$ cat src/rtl/fast_pkg.sv
`default_nettype none
// ============================================================================
// Module   : fast_pkg
// Purpose  : Shared types and constants for the FAST frame sequencer.
// Revision : 1.0 - initial release
// ============================================================================
package fast_pkg;

    localparam int ADDR_W  = 19;
    localparam int KP_W    = 16;
    localparam int MAX_LAT = 4;

    typedef enum logic [1:0] {
        S_IDLE  = 2'd0,
        S_FETCH = 2'd1,
        S_DRAIN = 2'd2,
        S_DONE  = 2'd3
    } state_t;

    // Marker carried alongside each read through the latency pipeline.
    typedef struct packed {
        logic valid;
        logic first;
    } mark_t;

    function automatic int clamp_lat(input int lat);
        if (lat < 1)
            return 1;
        else if (lat > MAX_LAT)
            return MAX_LAT;
        else
            return lat;
    endfunction

endpackage
`default_nettype wire

$ cat src/rtl/fast_seq_delay.sv
`default_nettype none
// ============================================================================
// Module   : fast_seq_delay
// Purpose  : DEPTH-stage shift register for the {valid, first} read markers.
// Revision : 1.0 - initial release
// ============================================================================
module fast_seq_delay #(
    parameter int DEPTH = 1
) (
    input  logic       clk,
    input  logic       rst,
    input  logic [1:0] shift_in,
    output logic [1:0] shift_out
);

    logic [2*DEPTH-1:0] sr;

    generate
        if (DEPTH == 1) begin : g_single
            always_ff @(posedge clk or posedge rst) begin
                if (rst)
                    sr <= '0;
                else
                    sr <= shift_in;
            end
        end else begin : g_chain
            always_ff @(posedge clk or posedge rst) begin
                if (rst)
                    sr <= '0;
                else
                    sr <= {sr[2*DEPTH-3:0], shift_in};
            end
        end
    endgenerate

    assign shift_out = sr[2*DEPTH-1 -: 2];

endmodule
`default_nettype wire

$ cat src/rtl/fast_frame_sequencer.sv
`default_nettype none
// ============================================================================
// Module   : fast_frame_sequencer
// Purpose  : Walks one frame buffer in raster order into the FAST detector,
//            counts keypoints and closes the frame on end or drain timeout.
// Revision : 1.0 - initial release
// ============================================================================
module fast_frame_sequencer
    import fast_pkg::*;
#(
    parameter int WIDTH     = 640,
    parameter int HEIGHT    = 480,
    parameter int MEM_LAT   = 1,
    parameter int MAX_KP    = 1023,
    parameter int DRAIN_MAX = 65535
) (
    input  logic              i_clk,
    input  logic              i_rst,
    input  logic              i_frame_req,
    output logic              o_busy,
    output logic              o_mem_ren,
    output logic [ADDR_W-1:0] o_mem_addr,
    input  logic [7:0]        i_mem_rdata,
    output logic [7:0]        o_pixel,
    output logic              o_start,
    input  logic              i_det_flag,
    input  logic              i_det_end,
    output logic              o_kp_accept,
    output logic [KP_W-1:0]   o_kp_count,
    output logic              o_frame_done,
    output logic              o_err_overrun,
    output logic              o_err_timeout
);

    localparam int                LAT       = clamp_lat(MEM_LAT);
    localparam int                DRAIN_W   = $clog2(DRAIN_MAX + 1);
    localparam logic [ADDR_W-1:0] LAST_ADDR = ADDR_W'(WIDTH * HEIGHT - 1);
    localparam logic [DRAIN_W-1:0] DRAIN_LAST = DRAIN_W'(DRAIN_MAX - 1);
    localparam logic [KP_W-1:0]   KP_CAP    = KP_W'(MAX_KP);

    state_t              state;
    state_t              next_state;
    logic [ADDR_W-1:0]   addr;
    logic [DRAIN_W-1:0]  drain_cnt;
    logic [KP_W-1:0]     kp_count;
    logic                err_overrun;
    logic                err_timeout;
    logic [7:0]          pixel;
    logic                start;

    logic                busy;
    logic                mem_ren;
    logic                frame_done;
    logic                req_accept;
    logic                last_addr;
    logic                drain_expired;
    logic                kp_accept;
    mark_t               mark_in;
    mark_t               mark_tap;

    assign req_accept    = (state == S_IDLE) && i_frame_req;
    assign last_addr     = (addr == LAST_ADDR);
    // A coincident end indication wins over the timeout.
    assign drain_expired = (state == S_DRAIN) && !i_det_end && (drain_cnt == DRAIN_LAST);
    assign kp_accept     = i_det_flag && busy && (kp_count < KP_CAP);

    always_ff @(posedge i_clk or posedge i_rst) begin
        if (i_rst)
            state <= S_IDLE;
        else
            state <= next_state;
    end

    always_comb begin
        next_state = state;
        busy       = 1'b1;
        mem_ren    = 1'b0;
        frame_done = 1'b0;
        case (state)
            S_IDLE: begin
                busy = 1'b0;
                if (i_frame_req)
                    next_state = S_FETCH;
            end
            S_FETCH: begin
                mem_ren = 1'b1;
                if (last_addr)
                    next_state = S_DRAIN;
            end
            S_DRAIN: begin
                if (i_det_end || drain_expired)
                    next_state = S_DONE;
            end
            S_DONE: begin
                frame_done = 1'b1;
                next_state = S_IDLE;
            end
            default: next_state = S_IDLE;
        endcase
    end

    always_ff @(posedge i_clk or posedge i_rst) begin
        if (i_rst) begin
            addr        <= '0;
            drain_cnt   <= '0;
            kp_count    <= '0;
            err_overrun <= 1'b0;
            err_timeout <= 1'b0;
        end else if (req_accept) begin
            addr        <= '0;
            drain_cnt   <= '0;
            kp_count    <= '0;
            err_overrun <= 1'b0;
            err_timeout <= 1'b0;
        end else begin
            // Counter parks on the last address so it never wraps within a frame.
            if (state == S_FETCH && !last_addr)
                addr <= addr + 1'b1;
            if (state == S_DRAIN)
                drain_cnt <= drain_cnt + 1'b1;
            if (kp_accept)
                kp_count <= kp_count + 1'b1;
            if (i_frame_req && state != S_IDLE)
                err_overrun <= 1'b1;
            if (drain_expired)
                err_timeout <= 1'b1;
        end
    end

    assign mark_in.valid = mem_ren;
    assign mark_in.first = mem_ren && (addr == '0);

    // Only LAT stages are built; deeper taps of the MAX_LAT line are never used.
    fast_seq_delay #(
        .DEPTH (LAT)
    ) u_delay (
        .clk       (i_clk),
        .rst       (i_rst),
        .shift_in  (mark_in),
        .shift_out (mark_tap)
    );

    always_ff @(posedge i_clk or posedge i_rst) begin
        if (i_rst) begin
            pixel <= '0;
            start <= 1'b0;
        end else begin
            pixel <= mark_tap.valid ? i_mem_rdata : 8'd0;
            start <= mark_tap.first;
        end
    end

    assign o_busy        = busy;
    assign o_mem_ren     = mem_ren;
    assign o_mem_addr    = addr;
    assign o_pixel       = pixel;
    assign o_start       = start;
    assign o_kp_accept   = kp_accept;
    assign o_kp_count    = kp_count;
    assign o_frame_done  = frame_done;
    assign o_err_overrun = err_overrun;
    assign o_err_timeout = err_timeout;

endmodule
`default_nettype wire

$ cat config.mk
export PLATFORM = sky130hd
export DESIGN_NAME = fast_frame_sequencer
export DESIGN_NICKNAME = d
export VERILOG_FILES = /design/src/rtl/fast_pkg.sv /design/src/rtl/fast_seq_delay.sv /design/src/rtl/fast_frame_sequencer.sv
export SDC_FILE = /design/constraint.sdc
export NUM_CORES = 1
export LEC_CHECK = 0
export CAP_MARGIN = 20
export CORE_MARGIN = 2
export CORE_UTILIZATION = 45
export CTS_BUF_LIST = sky130_fd_sc_hd__clkbuf_16
export CTS_CLUSTER_DIAMETER = 150
export DETAILED_ROUTE_END_ITERATION = 8
export GPL_TIMING_DRIVEN = 0
export MAX_ROUTING_LAYER = met4
export PLACE_DENSITY = 0.71
export SETUP_SLACK_MARGIN = 0.3
export SYNTH_ARGS = -nofsm -noshare
export SYNTH_HDL_FRONTEND = slang
export SYNTH_HIERARCHICAL = 1
export SYNTH_SLANG_ARGS = --single-unit
$ cat constraint.sdc
create_clock -name i_clk -period 5.2 [get_ports i_clk]
set_input_delay 1.04 -clock i_clk [delete_from_list [all_inputs] [get_ports i_clk]]
set_output_delay 1.04 -clock i_clk [all_outputs]
set_load 0.02 [all_outputs]
== After elaboration in Yosys (flattened, before gate mapping) ==
Index checks and enable logic that the tools add are counted.
Word-level totals
  register bits after elaboration: 66
  logic and storage cells: 59
Operators by class
  add/sub/neg operators: 3
  order comparisons: 1
  equal/unequal tests: 8
  multiplexer cells: 18
  reduce and logical (&&, ||, !) cells: 20
Operator list (number)
  $mux W16: 4
  $mux W19: 2
  $add A16 B1 Y16 const B: 2
  $add A19 B1 Y19 const B: 1
  $eq A19 B19 Y1 const B: 1
  $logic_not A19 Y1: 1
  $eq A16 B16 Y1 const B: 1
  $lt A16 B10 Y1 const B: 1
  $reduce_bool A2 Y1: 6
  $logic_and A1 B1 Y1: 8
  $mux W8: 1
  $pmux W2 S4: 1
  $mux W1: 7
  $mux W2: 3
  $ne A2 B2 Y1 const B: 3
  $eq A2 B2 Y1 const B: 2
  $reduce_and A3 Y1: 1
  $eq A2 B1 Y1 const B: 1
  $logic_not A1 Y1: 2
  $logic_not A2 Y1: 1
  $logic_or A1 B1 Y1: 1

== Logic depth before layout (Yosys ltp) ==
  depth in word-level cells: 6
  gate-level depth with buffers: 9

== Modules after synthesis ==
The synthesis kept the hierarchy.
By module, submodules not included
  fast_frame_sequencer: times used 1, cells an instance 307, area each 3074.2 um^2, seq. area each 1601.5 um^2
  fast_seq_delay: times used 1, cells an instance 3, area each 53.8 um^2, seq. area each 50.0 um^2

== Worst setup path before layout ==
Ideal clock, no wire load.
  kind: input-to-output
  from: input port i_det_flag
  to: output port o_kp_accept
  arrival: 1.924 ns
  data required time: 4.160 ns
  slack: 2.236 ns
  stages on the path: 4
  path buffers: 1
  cell sequence: nor4b_1 > nand2_1 > clkbuf_1 > nor2_1
Between the ends
  cells in the longest elaborated chain, start to end: 2
RTL lines
  from (decl): RTL line fast_frame_sequencer.sv:26  | input logic i_det_flag,
  $logic_and A1 B1 Y1 (2 in a row): RTL line fast_frame_sequencer.sv:65  | assign kp_accept = i_det_flag && busy && (kp_count < KP_CAP);
  to (decl): RTL line fast_frame_sequencer.sv:28  | output logic o_kp_accept,
Every way passes these cells.

== Worst setup path after layout ==
Same ends and word-level chain as after synthesis.

==> results.yml <==
worst_setup_path:
  reg2reg_to: "o_mem_addr[11]"
  worst_ep_arrival_time_ps: 2940
  critPathMaxFanout: 10
  r2r_slack_ps: 2650
  crit_chain: "clkdlybuf4s50_1 -> nor4b_1 -> nand2_1 -> clkbuf_1 -> nor2_1 -> clkdlybuf4s50_1"
  crit_top_cell: "clkdlybuf4s50_1"
  cp-end-kind: "output pin"
  worstPathRequired_ps: 4160
  cp_slowest_stage_delay_ps: 640
  r2r_cells: 7
  r2r-start: "state[1]"
  worstSetupPathType: "input pin to output pin"
  cp-start-kind: "input pin"
  slowest_stage: "clkdlybuf4s50_1"
synth:
  avgSynthCellArea_um2: 10.1
  synthTopCellsByArea: "dfrtp_1 53%, xnor2_1 4.8%, nor2_1 4.6%"
  yosysSeqAreaShare_pct: 52.8
  synth-main-ff-cell: "dfrtp_1"
  yosys-top-cells-count: "66 x dfrtp_1, 38 x nor2_1, 22 x nand2_1"
  synth_edf_count: 0
  syn_inst: 310
  yosys.area.top_type_share_pct: 52.8
  yosysTopAreaCell: "dfrtp_1"
  synth_area_um2: 3130
  syn-num-nets: 333
  ys_types: 37
  synthArstFlopShare_pct: 100
  ys.warnings.count: 6
  yosysMostFrequentCell: "dfrtp_1"
  synth-seq-cells: 66
clocking:
  cts_setup_buffers: 0
  cts_max_level: 3
  tritoncts: "yes"
  cts_inserted_buffers: 9
  path_clk_slew_ps: 60
  clock-sinks: 66
  clk_path_buf_depth: 2
  cts-resized-gates: 0
  cts_hold_buf: 0
  clock_latency_ps: 330
  root_buffer: "clkbuf_16"
floorplanning:
  dieArea_um2: 7630
  die_h_um: 87.4
  core_area_um2: 6760
  pin_count: 63
  num_rows: 30
  die_w_um: 87.4
  initial_utilization_pct: 46.3
global_routing:
  grt_pass1_wl_mm: 11.5
  grt_antenna_before_repair: 0
  overflow: 0
  grt_max_degree: 36
  grt_pass1_vias: 2404
  grtUsageTotal_pct: 20.2
routing:
  viasPerCell: 5.40
  drt_pass1_iterations: 4
  wl_mm: 6.93
  first_iter_violations: 102
  vias: 2533
  routedWlPerCell_um: 14.8
  detail-route-antenna-nets: 0
  drc: 0
power_and_ir_drop:
  power_frac_comb_pct: 28.0
  peakVddDrop_uv: 185
  p_int_w: 0.00124
  cellLeakagePower_nw: 1.78
  swShare_pct: 31.9
  pwr-share-seq_pct: 36.7
  power.density_nw_per_um2: 433
  clkPwrFrac_pct: 35.3
  switchingPower_w: 0.000578
min_path:
  hold-path-cell-count: 0
  worstHoldEndpoint: "o_start"
  min_from: "u_delay/shift_out[0]"
  hold_class: "register to register"
flow_run:
  maxCapViolations: 0
placed_design:
  dpl.hpwl_mm: 4.88
  numPortBuffers: 62
  gp_congestion: 0.819
  dp_cells: 453
cells_and_area:
  diodes: 0
  final_util_pct: 62.0
  stdcell_count: 469
  nets: 407
  drive_gt1_share_pct: 6.68
  area_delta_synth_final_pct: 33.9
timing:
  relSlewSlack_pct: 47.9
  maxSlewViolCount: 0
  tightest_slew_ps: 774
  finalHoldViolCount: 0
  grt_setup_unrepaired: "false"
  fin_skew_ps: 3.84
  period_share_pct: 76.5
  tns_ps: 0
  final_period_minus_worst_setup_slack_ps: 3980
  setup_viol: 0
  fmax_ghz: 0.251
outcome:
  status: "completed"
==> placed cells by master, fill, tap and decap left out, types with 9 or more instances in the layout <==
cell type / Yosys / final
o21ai_0: 10 / 10
nor2_1: 38 / 38
nand2_1: 22 / 22
nand4_1: 10 / 10
dfrtp_1: 66 / 66
nor4_1: 14 / 14
xor2_1: 14 / 14
nand3_1: 12 / 12
clkbuf_16: 0 / 9
and2_1: 16 / 16
inv_1: 15 / 14
xnor2_1: 17 / 17
a21oi_1: 9 / 9
clkdlybuf4s50_1: 0 / 62
ha_1: 10 / 10
==> state kept, by name, indices dropped and copies added (netlist names) <==
signal and cells:
o_start 1, u_delay/shift_out 2, o_mem_addr 19, o_pixel 8, o_err_overrun 1, o_kp_count 16, drain_cnt 16, o_err_timeout 1
state 2
==> power groups by stage <==
stage | clock network, W | logic [W] | registers, W
after global placement | 0 | 0.000494 | 0.000671
after detailed placement | 0 | 0.000508 | 0.000675
final | 0.000641 | 0.000507 | 0.000665
after floorplan | 0 | 0.000259 | 0.000712
after global routing | 0.000674 | 0.000563 | 0.000678
after CTS | 0.000648 | 0.000513 | 0.000667
==> routing by layer <==
metal  global-route usage [%]  up-vias  share of wire [%]  routed length, um
li1                         -     1228                  -                  -
met1                     26.4     1215                 45               3140
met2                     30.2       74                 47               3270
met3                     3.51       16                4.7                326
met4                     10.2        0                2.8                197
met5                        -        -                  0                  0
==> critical path, delay by kind of cell <==
family	cells	cell delay, ps
simple gates	3	570
buf+inv	3	1320
==> worst max-delay path by stage <==
stage / from / to / slack, ps / cells past startpoint
2_1_floorplan: i_det_flag / o_kp_accept / 2240 / 4
3_3_place_gp: i_det_flag / o_kp_accept / 1190 / 6
3_5_place_dp: i_det_flag / o_kp_accept / 1200 / 6
4_1_cts: i_det_flag / o_kp_accept / 1190 / 6
5_1_grt: i_det_flag / o_kp_accept / 1050 / 6
6_report: i_det_flag / o_kp_accept / 1220 / 6
==> logic make-up (layout without fill, tap and decap cells) <==
kind of cell | after synthesis | in the layout | share of synthesized area [%]
AO/OA/AOI/OAI | 33 | 33 | 6.84
XOR/XNOR | 31 | 31 | 8.68
adder cells (fa/ha/maj) | 10 | 10 | 4.00
buffers and inverters | 23 | 102 | 2.76
flip-flops | 66 | 66 | 52.8
multiplexers | 2 | 2 | 0.720
AND/OR/NAND/NOR | 145 | 145 | 24.2
==> final cells by class <==
| cell class | instances | area, um^2 |
|---|---|---|
| Sequential cell | 66 | 1650 |
| Clock inverter | 7 | 93.8 |
| Fill cell | 550 | 2570 |
| Tap cell | 80 | 100 |
| Clock buffer | 9 | 225 |
| Multi-Input combinational cell | 221 | 1390 |
| Buffer | 8 | 30.0 |
| Timing Repair Buffer | 63 | 641 |
| Inverter | 15 | 56.3 |
==> per-stage QoR <==
step	hold WS (ps)	instance area, um^2	total power [W]	setup slack (ps)
2_1_floorplan	331	3130	0.000971	2240
3_3_place_gp	338	3850	0.00116	1190
3_5_place_dp	342	3870	0.00118	1200
4_1_cts	356	4190	0.00183	1190
5_1_grt	362	4190	0.00191	1050
6_report	353	4190	0.00181	1220
(Power assumes the default switching activity.)
